**src/rtl/if_rx_dispatch.sv**
```systemverilog
// Receive-side dispatcher: opens one reader transfer per scheduler request, then
// routes each received word to the config registers or the buffer chosen by the code.
module if_rx_dispatch #(
  parameter int SPI_WIDTH  = 32,
  parameter int ADDR_WIDTH = 12,
  parameter int CFG_REGS   = 4,
  parameter logic [3:0] IFCODE_CFG    = 4'd0,
  parameter logic [3:0] IFCODE_ACT    = 4'd1,
  parameter logic [3:0] IFCODE_FLGACT = 4'd2,
  parameter logic [3:0] IFCODE_WEI    = 4'd3,
  parameter logic [3:0] IFCODE_FLGWEI = 4'd4
) (
  input  logic                           clk_chip,
  input  logic                           reset_n_chip,
  input  logic                           req_valid,
  input  logic [3:0]                     req_code,
  output logic                           req_ready,
  input  logic                           config_ready,
  output logic                           config_paulse,
  output logic [3:0]                     config_data,
  output logic                           rd_req,
  input  logic                           rd_valid,
  input  logic [SPI_WIDTH-1:0]           rd_data,
  input  logic                           rd_done,
  input  logic                           buf_full,
  output logic [3:0]                     buf_wr_en,
  output logic [ADDR_WIDTH-1:0]          buf_wr_addr,
  output logic [SPI_WIDTH-1:0]           buf_wr_data,
  output logic [CFG_REGS*SPI_WIDTH-1:0]  cfg_regs,
  output logic                           xfer_done,
  output logic [3:0]                     xfer_code,
  input  logic                           err_clr,
  output logic [2:0]                     err_flags
);

  typedef enum logic [2:0] {
    S_IDLE,
    S_ISSUE,
    S_WAIT_START,
    S_RECV,
    S_DONE
  } state_t;

  state_t                state;
  logic [3:0]            code_q;
  logic [ADDR_WIDTH-1:0] cnt;
  logic [3:0]            wr_sel;
  logic                  is_cfg;
  logic                  code_known;
  logic                  cfg_full;
  logic                  accept;
  logic [2:0]            err_set;

  always_comb begin
    wr_sel = 4'b0000;
    is_cfg = 1'b0;
    case (code_q)
      IFCODE_ACT:    wr_sel = 4'b0001;
      IFCODE_FLGACT: wr_sel = 4'b0010;
      IFCODE_WEI:    wr_sel = 4'b0100;
      IFCODE_FLGWEI: wr_sel = 4'b1000;
      IFCODE_CFG:    is_cfg = 1'b1;
      default:       ;
    endcase
  end

  assign code_known = is_cfg | (|wr_sel);
  // For config transfers the counter stops at CFG_REGS, so every later word is an overflow.
  assign cfg_full   = (cnt >= ADDR_WIDTH'(CFG_REGS));
  assign accept     = (state == S_RECV) && rd_valid;

  assign err_set[0] = (state == S_ISSUE) && !code_known;
  assign err_set[1] = accept && (|wr_sel) && (cnt == '1);
  assign err_set[2] = accept && is_cfg && cfg_full;

  assign req_ready = (state == S_IDLE);
  assign rd_req    = (state == S_RECV) && !buf_full;

  always_ff @(posedge clk_chip or negedge reset_n_chip) begin
    if (!reset_n_chip) begin
      state         <= S_IDLE;
      code_q        <= '0;
      cnt           <= '0;
      config_paulse <= 1'b0;
      config_data   <= '0;
      buf_wr_en     <= '0;
      buf_wr_addr   <= '0;
      buf_wr_data   <= '0;
      cfg_regs      <= '0;
      xfer_done     <= 1'b0;
      xfer_code     <= '0;
      err_flags     <= '0;
    end else begin
      config_paulse <= 1'b0;
      xfer_done     <= 1'b0;
      buf_wr_en     <= '0;
      // A new error in the same cycle as err_clr survives the clear.
      err_flags     <= (err_clr ? 3'b000 : err_flags) | err_set;
      case (state)
        S_IDLE: begin
          if (req_valid && config_ready) begin
            code_q        <= req_code;
            config_data   <= req_code;
            config_paulse <= 1'b1;
            state         <= S_ISSUE;
          end
        end
        S_ISSUE: begin
          cnt   <= '0;
          state <= S_WAIT_START;
        end
        S_WAIT_START: begin
          if (!config_ready) state <= S_RECV;
        end
        S_RECV: begin
          if (rd_valid) begin
            if (|wr_sel) begin
              buf_wr_en   <= wr_sel;
              buf_wr_addr <= cnt;
              buf_wr_data <= rd_data;
              cnt         <= cnt + 1'b1;
            end else if (is_cfg && !cfg_full) begin
              for (int i = 0; i < CFG_REGS; i++) begin
                if (cnt == ADDR_WIDTH'(i)) cfg_regs[i*SPI_WIDTH +: SPI_WIDTH] <= rd_data;
              end
              cnt <= cnt + 1'b1;
            end
          end
          if (rd_done) begin
            xfer_done <= 1'b1;
            xfer_code <= code_q;
            state     <= S_DONE;
          end
        end
        S_DONE: state <= S_IDLE;
        default: state <= S_IDLE;
      endcase
    end
  end

endmodule

```
**config.mk**
```make
export PLATFORM = sky130hd
export DESIGN_NAME = if_rx_dispatch
export DESIGN_NICKNAME = d
export VERILOG_FILES = /design/src/rtl/if_rx_dispatch.sv
export SDC_FILE = /design/constraint.sdc
export NUM_CORES = 1
export LEC_CHECK = 0
export CAP_MARGIN = 20
export CORE_UTILIZATION = 51
export DETAILED_ROUTE_END_ITERATION = 7
export GPL_ROUTABILITY_DRIVEN = 0
export PLACE_DENSITY_LB_ADDON = 0.3
export SETUP_SLACK_MARGIN = 0.02
export SYNTH_ARGS = -nofsm -noshare
export SYNTH_HDL_FRONTEND = slang
export SYNTH_SLANG_ARGS = --single-unit
```
**constraint.sdc**
```tcl
create_clock -name clk_chip -period 5.8 [get_ports clk_chip]
set_clock_uncertainty 0.1 [all_clocks]
set_input_delay 0.58 -clock clk_chip [delete_from_list [all_inputs] [get_ports clk_chip]]
set_output_delay 0.58 -clock clk_chip [all_outputs]
set_load 0.02 [all_outputs]
```
Word-level counts from Yosys, hierarchy flattened
Index checks and enable logic that the tools add are counted.

storage, ports and cells
  output and inout bits = 191
  bits in registers = 204
  logic and storage cells = 79
  input bits = 44

operators by class
  eq/ne operators = 16
  bitwise logic cells = 3
  magnitude comparators = 1
  reductions and logical operators = 26
  $add $sub $neg = 1
  mux-type cells = 18

operators by type and width
  cell                   number
  $mux 12                3
  $eq 12x2->1 const B    2
  $pmux 12 s2            1
  $reduce_and 5->1       4
  $pmux 4 s4             1
  $add 12x1->12 const B  1
  $eq 12x1->1 const B    1
  $eq 12x12->1 const B   1
  $ge 12x3->1 const B    1
  $logic_not 12->1       1
  $mux 3                 4
  $mux 4                 3
  $pmux 3 s4             1
  $logic_and 1x1->1      9
  $reduce_and 3->1       3
  $eq 4x2->1 const B     2
  $eq 3x2->1 const B     2
  $ne 2x2->1 const B     3
  $mux 1                 5
  $eq 4x1->1 const B     1
  $eq 4x3->1 const B     1
  $logic_not 4->1        1
  $reduce_and 2->1       2
  $reduce_or 4->1        1
  other kinds (9)        11

Longest topological paths before layout
  depth after elaboration = 7
  gate-level depth with buffers = 7
  depth with buffers taken out = 5

Worst setup path before layout
OpenSTA, ideal clock, no wires.

  kind = flip-flop to flip-flop
  from = register code_q[1]
  to = register buf_wr_data[10]
  library setup time = 0.125 ns
  path buffers = 1
  slack = 3.580 ns
  arrival time = 1.995 ns
  required time = 5.575 ns
  cell stages (with the launch flop) = 6
  period minus slack after synthesis = 2.220 ns
  cells stage by stage = dfrtp_1 nor4b_1 a21oi_1 nor2_1 buf_2 mux2_2

on the way
  word-level cells in the longest chain between the ends = 4
  elaborated cells on any way between the ends = 7
  classes of those cells = 4 x eq/ne; 1 x mux; 2 x reduce/logical

ends and longest elaborated chain
  what                                line  RTL
  start, declared                     45    logic [3:0] code_q;
  start signal, assigned              102   code_q <= req_code;
  $eq 4x3->1 (tied with other cells)  57    case (code_q)
  $pmux 4 s4 *                        57
  $reduce_or 4->1 *                   117   if (|wr_sel) begin
  $reduce_and 3->1 (no line) *        -
  end signal, assigned                120   buf_wr_data <= rd_data;
  end, declared                       28    output logic [SPI_WIDTH-1:0] buf_wr_data,

Every way passes the cells marked *; elsewhere a longest branch is shown, timed or not.
A chain may end at the register's enable or synchronous reset.

Worst setup path in the final report
  from = register cnt[3]
  to = register cfg_regs[83]

on the way
  word-level cells in the longest chain between the ends = 4
  elaborated cells on any way between the ends = 5
  classes of those cells = 1 x order compare; 1 x eq/ne; 3 x reduce/logical

ends and longest elaborated chain
  what                           line  RTL
  start, declared                46    logic [ADDR_WIDTH-1:0] cnt;
  start signal, assigned         121   cnt <= cnt + 1'b1;
  start signal, assigned         126   cnt <= cnt + 1'b1;
  $ge 12x3->1                    69    assign cfg_full = (cnt >= ADDR_WIDTH'(CFG_REGS));
  $logic_not 1->1                122   end else if (is_cfg && !cfg_full) begin
  $logic_and 1x1->1              122
  $reduce_and 5->1 (no line) *   -
  end signal, assigned by index  124   if (cnt == ADDR_WIDTH'(i)) cfg_regs[i*SPI_WIDTH +: SPI_WIDTH] <= rd_data;
  end, declared                  29    output logic [CFG_REGS*SPI_WIDTH-1:0] cfg_regs,

Marks and branches as above.

==> results.yml <==
outcome:
  outcome: "finished clean"
timing:
  relSlewSlack: 0.309
  fin_crit_ns: 3.06
  fin_setup_tns_ns: 0
  finalCritPeriodShare: 0.527
  worst-slew-pin-transition_ns: 1.04
  finalHoldViolCount: 0
  drv_slew: 0
  rsz0062_at_grt: "no"
  fmax_mhz: 327
  setup_viol: 0
routing:
  drt_iter0_markers: 212
  wl_per_cell_um: 19.3
  viasPerCell: 5.24
  wl_met3_um: 1220
  routed.top_layer: "met4"
  post-route-drc-count: 0
  drt_first_pass_iters: 4
  ant_nets: 0
  wl_met1_um: 7750
  totalWireLength_um: 19000
  vias: 5182
  dr_wl_met2_um: 9780
global_route:
  grt_pass1_wl_um: 30200
  grt_max_degree: 80
  grt_overflow: 0
  antenna_found_initial: 0
  grt_usage: 0.239
  grt_pass1_vias: 5535
clock_network:
  hold_buffers: 0
  path_clk_slew_ns: 0.06
  numCtsBuffers: 22
  cts_resized: 0
  clock_tree.root_cell: "clkbuf_16"
  cts_tree: "yes"
  clk_latency_ns: 0.49
  htreeDepth: 1
  clockBufferDepth: 3
  cts_setup_buffers: 0
  clock_sinks: 204
critical_path:
  path_class: "reg2reg"
  crit_fanout: 32
  required_ns: 6.06
  worst_setup_path_start_kind: "register"
  cp-end-kind: "register"
  arrival_ns: 3.32
logic_synthesis:
  synth-seq-cells: 204
  async_flop_share: 1.00
  ys.flop_type: "dfrtp_1"
  synthDistinctLibCells: 41
  synth-edff-count: 0
  synthCells: 521
  ys_warn_count: 0
  synthesis.nets: 569
  avgSynthCellArea_um2: 15.3
  seq_area_frac_synth: 0.640
  syn_area_mm2: 0.00798
placement:
  io_buffer_count: 234
  placed_cells: 947
  hpwl_um: 12600
floorplanning:
  start_util: 0.523
  coreArea_mm2: 0.0153
  ioPinCount: 235
  die-area_mm2: 0.0162
  rows: 45
  die_y_um: 127
  die_x_um: 127
layout:
  drive_above_1_share: 0.306
  nets: 810
  stdcell_count: 989
  nFillCells: 962
  final_util: 0.744
  syn2layout_area_growth_pct: 42.2
  diodes: 0
job:
  cap_violations: 0
power_and_ir_drop:
  powerDensity_mw_per_mm2: 473
  p_leak_nw: 5.30
  irDropWorstVdd_mv: 0.346
min_path:
  hold_path.class: "in2async"
## worst paths after layout
kind                                                to  slack [ns]  cells after the start              startpoint
max                           cfg_regs[83]$_DFFE_PN0P_        2.74                      4      cnt[3]$_DFFE_PN0P_
min                           cfg_regs[48]$_DFFE_PN0P_       0.005                      1            reset_n_chip
max reg2reg                   cfg_regs[83]$_DFFE_PN0P_        2.74                      4      cnt[3]$_DFFE_PN0P_
min reg2reg                     err_flags[0]$_DFF_PN0_        0.39                      1  err_flags[0]$_DFF_PN0_
max in group asynchronous  buf_wr_data[22]$_DFFE_PN0P_        4.14                      2            reset_n_chip
min in group clk_chip           err_flags[0]$_DFF_PN0_        0.39                      1  err_flags[0]$_DFF_PN0_
## power breakdown
part	total, W	switching [W]	internal [W]
Clock	0.00144	0.000532	0.000912
Combinational	0.00188	0.000909	0.000974
Sequential	0.00204	0.000246	0.00180
## flip-flops by register name, indices dropped and copies added, names as in the netlist
register and count:
cnt 12, config_paulse 1, buf_wr_addr 12, xfer_code 4
buf_wr_en 4, err_flags 3, xfer_done 1, cfg_regs 128
code_q 4, state 3, buf_wr_data 32
## stage by stage
step	total power, W	worst slack, ns	hold slack (ns)	cell area, µm²
after global routing	0.00560	2.61	0.0471	11400
after floorplan	0.00297	3.58	0.184	7980
after global placement	0.00388	2.67	0.373	10500
final	0.00537	2.74	0.00539	11400
after CTS	0.00542	2.65	0.0403	11300
after detailed placement	0.00395	2.62	0.378	10500
## kinds of logic (layout without fill, tap and decap cells)
logic type	Yosys count	count (layout)	synth area share
multiplexers	186	186	0.262
buffers and inverters	29	286	0.0176
adder cells (fa/ha/maj)	4	4	0.00627
flip-flops	204	204	0.640
AO/OA/AOI/OAI	26	26	0.0215
AND/OR/NAND/NOR	72	72	0.0535
## synthesized netlist by cell type (4+ instances only)
cell type / count / area [µm²]
a21oi_1: 11 / 55.1
or4_1: 5 / 37.5
buf_2: 19 / 95.1
mux2_2: 180 / 2030
dfrtp_1: 204 / 5100
nand2b_1: 4 / 25.0
and3_1: 4 / 25.0
nand3_1: 8 / 40.0
o31ai_1: 4 / 30.0
ha_1: 4 / 50.1
nand2_1: 18 / 67.6
nor2_1: 9 / 33.8
mux2i_1: 6 / 60.1
inv_1: 6 / 22.5
## area by class of cell
class / count / area, µm² / share of cell area
Sequential cell: 204 / 5100 / 0.450
Inverter: 6 / 22.5 / 0.00198
Clock inverter: 7 / 87.6 / 0.00772
Multi-Input combinational cell: 288 / 2760 / 0.243
Tap cell: 211 / 264 / 0.0233
Timing Repair Buffer: 240 / 2420 / 0.213
Clock buffer: 33 / 693 / 0.0611
## routing by layer
metal,global-route usage,vias up
met5,0,-
met4,0.0546,0
met3,0.0561,23
met2,0.426,186
met1,0.296,2612
li1,-,2361
## placed cells by master, fill, tap and decap left out, drive strengths merged, types with 2 or more instances in the layout
cell           instances
o21ai                  3
inv                    6
nand2                 18
bufinv                 2
nand2b                 4
clkdlybuf4s50        233
dfrtp                204
nor4                   2
mux2i                  6
a2111o                 2
nand3                  8
or3                    2
or2                    2
nor2                   9
or4                    8
clkinv                 4
a21oi                 11
and4                   2
and3                   5
buf                    6
and3b                  2
mux2                 180
nand3b                 2
nor3                   2
o2bb2ai                2
clkbuf                34
o31ai                  4
ha                     4
## critical path: stages, from the launching register on
cell and delay [ns]:
dfrtp_1 0.48, or4_4 0.55, nor3_4 0.32, nand3_2 0.85
mux2_2 0.60
(Power assumes the default switching activity.)
